==> src/rtl/exec_task_cmd_tx.sv <==
// exec_task_cmd_tx
// Accepts a task descriptor and its argument list, buffers the arguments,
// then streams a framed command (HDR, TID, PID, {ARGF, ARGV} x N) to an
// accelerator. It then waits for the accelerator acknowledge. A reject
// replays the identical command from the buffer. OK or final completes the task.
//
// Ports
//   clk, rst                       clock, async active-high reset
//   desc_valid/desc_ready          descriptor handshake
//   desc_destid/compf/num_args     destination, compute flag, argument count
//   desc_task_id/desc_parent_id    task and parent identifiers
//   arg_valid/arg_ready            argument stream handshake (index order)
//   arg_data/arg_flags             argument payload and flags
//   out_tvalid/tready/tdata/tlast/tdest   command stream
//   ack_valid/ack_ready/ack_code/ack_destid   acknowledge channel
//   done/done_status               completion pulse and status
//                                  (01 ok, 10 final, 11 too many args)
//   reject_count                   saturating count of rejects
//
// state    | meaning
// ---------+-------------------------------------------------
// IDLE     | waiting for a descriptor
// LOAD     | buffering arguments 0..N-1
// HDR      | sending header word
// TID      | sending task id word
// PID      | sending parent id word (last word when N=0)
// ARGF     | sending flags/index word for argument idx
// ARGV     | sending data word for argument idx
// WAIT_ACK | waiting for accelerator acknowledge

module exec_task_cmd_tx #(
    parameter int MAX_ARGS = 15
) (
    input  logic        clk,
    input  logic        rst,
    input  logic        desc_valid,
    output logic        desc_ready,
    input  logic [7:0]  desc_destid,
    input  logic [7:0]  desc_compf,
    input  logic [7:0]  desc_num_args,
    input  logic [63:0] desc_task_id,
    input  logic [63:0] desc_parent_id,
    input  logic        arg_valid,
    output logic        arg_ready,
    input  logic [63:0] arg_data,
    input  logic [7:0]  arg_flags,
    output logic        out_tvalid,
    input  logic        out_tready,
    output logic [63:0] out_tdata,
    output logic        out_tlast,
    output logic [7:0]  out_tdest,
    input  logic        ack_valid,
    output logic        ack_ready,
    input  logic [7:0]  ack_code,
    input  logic [7:0]  ack_destid,
    output logic        done,
    output logic [1:0]  done_status,
    output logic [15:0] reject_count
);

    typedef enum logic [2:0] {
        IDLE, LOAD, HDR, TID, PID, ARGF, ARGV, WAIT_ACK
    } state_t;

    // Keep at least one buffer entry so MAX_ARGS=0 still elaborates.
    localparam int         DEPTH = (MAX_ARGS < 1) ? 1 : MAX_ARGS;
    localparam logic [7:0] MAX_N = 8'(MAX_ARGS);

    state_t state, state_nxt;

    // Holds desc_ready low until the first clock after reset release.
    logic        out_of_reset;
    logic [7:0]  destid_q;
    logic [7:0]  compf_q;
    logic [7:0]  num_q;
    logic [63:0] task_q;
    logic [63:0] parent_q;
    logic [3:0]  idx;
    logic [7:0]  buf_flags [DEPTH];
    logic [63:0] buf_data  [DEPTH];

    logic [3:0]  last_idx;
    logic        done_set;
    logic [1:0]  done_code;
    logic        reject;

    // Only meaningful while 1 <= N <= 15, which is the only time it is used.
    assign last_idx  = num_q[3:0] - 4'd1;
    assign out_tdest = destid_q;

    always_ff @(posedge clk or posedge rst) begin
        if (rst) begin
            state <= IDLE;
        end else begin
            state <= state_nxt;
        end
    end

    always_comb begin
        state_nxt  = state;
        desc_ready = 1'b0;
        arg_ready  = 1'b0;
        out_tvalid = 1'b0;
        out_tdata  = 64'd0;
        out_tlast  = 1'b0;
        ack_ready  = 1'b0;
        done_set   = 1'b0;
        done_code  = 2'b00;
        reject     = 1'b0;
        case (state)
            IDLE: begin
                desc_ready = out_of_reset;
                if (desc_valid && out_of_reset) begin
                    if (desc_num_args == 8'd0) begin
                        state_nxt = HDR;
                    end else if (desc_num_args > MAX_N) begin
                        state_nxt = IDLE;
                        done_set  = 1'b1;
                        done_code = 2'b11;
                    end else begin
                        state_nxt = LOAD;
                    end
                end
            end
            LOAD: begin
                arg_ready = 1'b1;
                if (arg_valid && idx == last_idx) begin
                    state_nxt = HDR;
                end
            end
            HDR: begin
                out_tvalid = 1'b1;
                out_tdata  = {1'b1, 15'd0, destid_q, compf_q, 16'd0, num_q, 8'h01};
                if (out_tready) begin
                    state_nxt = TID;
                end
            end
            TID: begin
                out_tvalid = 1'b1;
                out_tdata  = task_q;
                if (out_tready) begin
                    state_nxt = PID;
                end
            end
            PID: begin
                out_tvalid = 1'b1;
                out_tdata  = parent_q;
                out_tlast  = (num_q == 8'd0);
                if (out_tready) begin
                    state_nxt = (num_q == 8'd0) ? WAIT_ACK : ARGF;
                end
            end
            ARGF: begin
                out_tvalid = 1'b1;
                out_tdata  = {28'd0, idx, 24'd0, buf_flags[idx]};
                if (out_tready) begin
                    state_nxt = ARGV;
                end
            end
            ARGV: begin
                out_tvalid = 1'b1;
                out_tdata  = buf_data[idx];
                out_tlast  = (idx == last_idx);
                if (out_tready) begin
                    state_nxt = (idx == last_idx) ? WAIT_ACK : ARGF;
                end
            end
            WAIT_ACK: begin
                ack_ready = 1'b1;
                // Acks for other destinations and unknown codes are consumed
                // without leaving this state.
                if (ack_valid && ack_destid == destid_q) begin
                    case (ack_code)
                        8'h00: begin
                            reject    = 1'b1;
                            state_nxt = HDR;
                        end
                        8'h01: begin
                            done_set  = 1'b1;
                            done_code = 2'b01;
                            state_nxt = IDLE;
                        end
                        8'h02: begin
                            done_set  = 1'b1;
                            done_code = 2'b10;
                            state_nxt = IDLE;
                        end
                        default: state_nxt = WAIT_ACK;
                    endcase
                end
            end
            default: state_nxt = IDLE;
        endcase
    end

    always_ff @(posedge clk or posedge rst) begin
        if (rst) begin
            out_of_reset <= 1'b0;
            destid_q     <= 8'd0;
            compf_q      <= 8'd0;
            num_q        <= 8'd0;
            task_q       <= 64'd0;
            parent_q     <= 64'd0;
            idx          <= 4'd0;
            done         <= 1'b0;
            done_status  <= 2'b00;
            reject_count <= 16'd0;
        end else begin
            out_of_reset <= 1'b1;
            done         <= done_set;
            if (done_set) begin
                done_status <= done_code;
            end
            if (reject && reject_count != 16'hFFFF) begin
                reject_count <= reject_count + 16'd1;
            end
            case (state)
                IDLE: begin
                    if (desc_valid && out_of_reset) begin
                        destid_q <= desc_destid;
                        compf_q  <= desc_compf;
                        num_q    <= desc_num_args;
                        task_q   <= desc_task_id;
                        parent_q <= desc_parent_id;
                        idx      <= 4'd0;
                    end
                end
                LOAD: begin
                    if (arg_valid) begin
                        idx <= idx + 4'd1;
                    end
                end
                PID: begin
                    if (out_tready) begin
                        idx <= 4'd0;
                    end
                end
                ARGV: begin
                    if (out_tready) begin
                        idx <= idx + 4'd1;
                    end
                end
                default: ;
            endcase
        end
    end

    // Argument buffer needs no reset; it is always written before it is read.
    always_ff @(posedge clk) begin
        if (state == LOAD && arg_valid) begin
            buf_flags[idx] <= arg_flags;
            buf_data[idx]  <= arg_data;
        end
    end

endmodule

==> config.mk <==
export PLATFORM = sky130hd
export DESIGN_NAME = exec_task_cmd_tx
export DESIGN_NICKNAME = d
export VERILOG_FILES = /design/src/rtl/exec_task_cmd_tx.sv
export SDC_FILE = /design/constraint.sdc
export NUM_CORES = 2
export LEC_CHECK = 0
export CAP_MARGIN = 10
export CORE_MARGIN = 5
export CORE_UTILIZATION = 38
export DETAILED_ROUTE_END_ITERATION = 10
export PLACE_DENSITY = 0.58
export SLEW_MARGIN = 20
export SYNTH_ARGS = -nofsm -noshare
export SYNTH_HDL_FRONTEND = slang
export SYNTH_SLANG_ARGS = --single-unit
==> constraint.sdc <==
create_clock -name clk -period 17.9 [get_ports clk]
set_input_delay 2.685 -clock clk [delete_from_list [all_inputs] [get_ports clk]]
set_output_delay 2.685 -clock clk [all_outputs]
set_load 0.01 [all_outputs]
==> results by group <==
Layout
  – Nets: 3,223
  – Register area: 36,900 sq um
  – # fillers: 10,950
  – Area Overhead vs Synth: 19.8%
  – Layout Utilization: 45.8%
  – Multi-input logic area: 12,100 sq um
  – Layout cell share with drive strength beyond 1: 21.8%

GRT
  – Vias in the first global route: 27,869
  – Pin count of the biggest net entering global routing: 130
  – First-pass GRT wire length: 202,000 um
  – Total global routing overflow: 0
  – GRT Overall Usage: 20.4%
  – Antenna violations before repair: 31

Power
  – PwrDens: 140 nW/um^2
  – Pleak: 19.0 nW
  – VDD IR max: 0.0982 mV

CTS
  – Clock Path Buffers: 3
  – Post-CTS setup repair buffer count: 0
  – Root buf cell: clkbuf_16
  – Worst skew pair latency: 760 ps
  – Resized cells post-CTS: 0
  – CTS clk-pin slew, worst paths: 60 ps
  – H-tree depth: 4
  – Inserted Clock Buffers: 137
  – CTS Sinks: 1,259
  – Cts hold-fix bufs: 0
  – CTS tree: done

Critical path
  – CP Class: reg2out
  – CP Data Arrival Time: 6290 ps
  – RR Endpoint: buf_data[9][60]
  – FF-to-FF setup slack: 11,820 ps
  – Worst Setup SP: idx[0]
  – Critical Path Start Type: flop
  – CP max FO: 96
  – Worst R2R Start: idx[0]
  – Setup crit end: out_tdata[6]
  – Worst Path Required: 15,210 ps
  – CP Capture Type: output pin
  – R2R cell count: 8

Routing
  – Post-DRT Antenna Nets: 0
  – Wire per inst: 29.1 um
  – Vias: 26,824
  – Total Routed Length: 141,000 um
  – Vias per cell: 5.54
  – Iteration-0 DRC count of the detailed router: 2,729
  – DRT Pass-1 Iters: 7
  – DRC Markers: 0

Timing
  – Final hold violations: 0
  – Clk_skew: 24.6 ps
  – Hold slack: 496 ps
  – Max Slew Vio Count: 0
  – Crit share post-route: 50.1%
  – Worst slew pin tran: 1100 ps
  – Peak Freq: 111 MHz
  – Endpoints failing setup: 0
  – Sum of negative setup slack: 0 ps
  – Minimum clock period: 8970 ps
  – RSZ-0062 raised after global routing: no
  – Rel. slew slack: 27.0%

Logic synthesis
  – Synthesized area: 49,600 sq um
  – Gate Count Post-Synth: 2,592
  – Post-synth EDFFs: 1,080
  – Syn Nets: 2,844
  – Synth Register Bits: 1,259
  – Yosys top cell by area: edfxtp_1
  – Synth top area cells: edfxtp_1, mux4_2, dfrtp_1, mux2_2, mux2i_1
  – Yosys cell types: 54
  – Syn Area/Cell: 19.1 sq um
  – Post-synth top flop: edfxtp_1
  – Fraction of registers with async set/reset: 14.2%
  – Synth top area share: 65.4%
  – Sequential area share after synthesis: 74.4%
  – Yosys warns: 0

Die
  – FP Rows: 132
  – Die area: 138,000 sq um
  – Starting density of the core: 38.2%
  – I/O pins: 342
  – Die height: 371 um
  – Die Wd: 371 um
  – Core footprint: 130,000 sq um

Placed design
  – Global placement routability congestion: 0.837
  – I/O Buffers: 341
  – DP Wirelength: 82,700 um

Min path
  – Worst hold path type: reg2reg

Run
  – Max_cap viols: 0

Outcome
  – Status: completed
-- synth_stat cells, types with 12 or more instances --
cell and n:
o221ai_1 20, buf_1 16, o21ai_0 148, a32oi_1 14
o211ai_1 12, inv_1 21, mux2i_1 82, a21oi_1 22
buf_2 27, a22oi_1 26, a211oi_1 22, dfrtp_1 179
mux4_2 236, a221o_1 31, nand3_1 22, mux2_2 155
edfxtp_1 1080, xnor2_1 28, clkbuf_1 99, nor2b_1 18
a221oi_1 25, nor2_1 93, nand2_1 121, buf_4 17
-- worst max-delay path, cell delays in order (launching register included) --
cell and delay [ps]:
dfrtp_4 990, buf_4 810, buf_4 820, buf_12 640, mux4_2 590, mux2_2 270, a21oi_1 350, o21ai_0 300
clkdlybuf4s50_1 570
-- placed cells by master, fill, tap and decap left out, drive strengths merged, types with 4 or more instances in the layout --
| master | n |
|---|---|
| a211o | 8 |
| a211oi | 22 |
| a21o | 4 |
| a21oi | 22 |
| a221o | 31 |
| a221oi | 25 |
| a22oi | 26 |
| a32oi | 14 |
| and3 | 8 |
| buf | 59 |
| clkbuf | 193 |
| clkdlybuf4s50 | 341 |
| clkinv | 47 |
| clkinvlp | 4 |
| dfrtp | 179 |
| diode | 14 |
| edfxtp | 1080 |
| ha | 6 |
| inv | 27 |
| mux2 | 155 |
| mux2i | 82 |
| mux4 | 236 |
| nand2 | 121 |
| nand3 | 22 |
| nand4 | 6 |
| nor2 | 93 |
| nor2b | 18 |
| nor3 | 5 |
| o211ai | 12 |
| o21ai | 148 |
| o221ai | 20 |
| xnor2 | 28 |
-- cells by family after synthesis --
kind of cell,count (synthesis),synth area share (%)
flops,1259,74.4
mux,473,15.9
compound gates,347,4.73
simple gates,293,2.63
buf+inv,183,1.60
xor+xnor,30,0.530
fa+ha+maj,6,0.151
other cells,1,0.00756
-- layer usage --
layer,share of wire (%),up-vias,global-route usage [%],wire (um)
met5,0.10,-,0,142
met4,1.7,20,5.23,2470
met3,9.9,194,6.52,14000
met2,47,1158,32.1,65800
met1,42,14131,27.7,58500
li1,-,11321,-,-
-- sequential cells by signal, summed over array words and instances, names as in the netlist --
signal / cells
buf_data: 960
buf_flags: 120
parent_q: 64
task_q: 64
reject_count: 16
compf_q: 8
num_q: 8
out_tdest: 8
idx: 4
state: 3
done_status: 2
done: 1
out_of_reset: 1
-- power breakdown --
part           switching [mW]  leakage, nW  internal [mW]  total (mW)
Sequential              0.193         11.9           3.38        3.58
Clock                    1.14         2.04           1.52        2.66
Combinational            1.08         5.06           1.01        2.09
-- how the worst min path moves through the flow --
stage / start / end / slack, ps / cells after the start
2_1_floorplan: parent_q[17] / parent_q[17] / 480 / 1
3_3_place_gp: reject_count[7] / reject_count[7] / 480 / 1
3_5_place_dp: reject_count[7] / reject_count[7] / 490 / 1
4_1_cts: reject_count[7] / reject_count[7] / 500 / 1
5_1_grt: parent_q[10] / parent_q[10] / 520 / 1
6_report: reject_count[7] / reject_count[7] / 500 / 1
-- through the flow --
stage,std cells,instance area [sq um],setup slack (ps),power (mW)
floorplan,2592,49600,10360,4.85
global placement,4574,55100,9510,5.70
detailed placement,4574,55100,9460,5.74
CTS,4824,59300,8600,8.41
global route,4830,59400,8340,8.70
finish,4838,59400,8930,8.32
-- cell type report --
cell class,instances,share of cell area (%)
Antenna cell,14,0.0590
Clock buffer,193,6.45
Clock inverter,57,0.634
Inverter,23,0.160
Multi-Input combinational cell,1150,20.3
Sequential cell,1259,62.2
Tap cell,1742,3.67
Timing Repair Buffer,400,6.54
(Power assumes the default switching activity.)
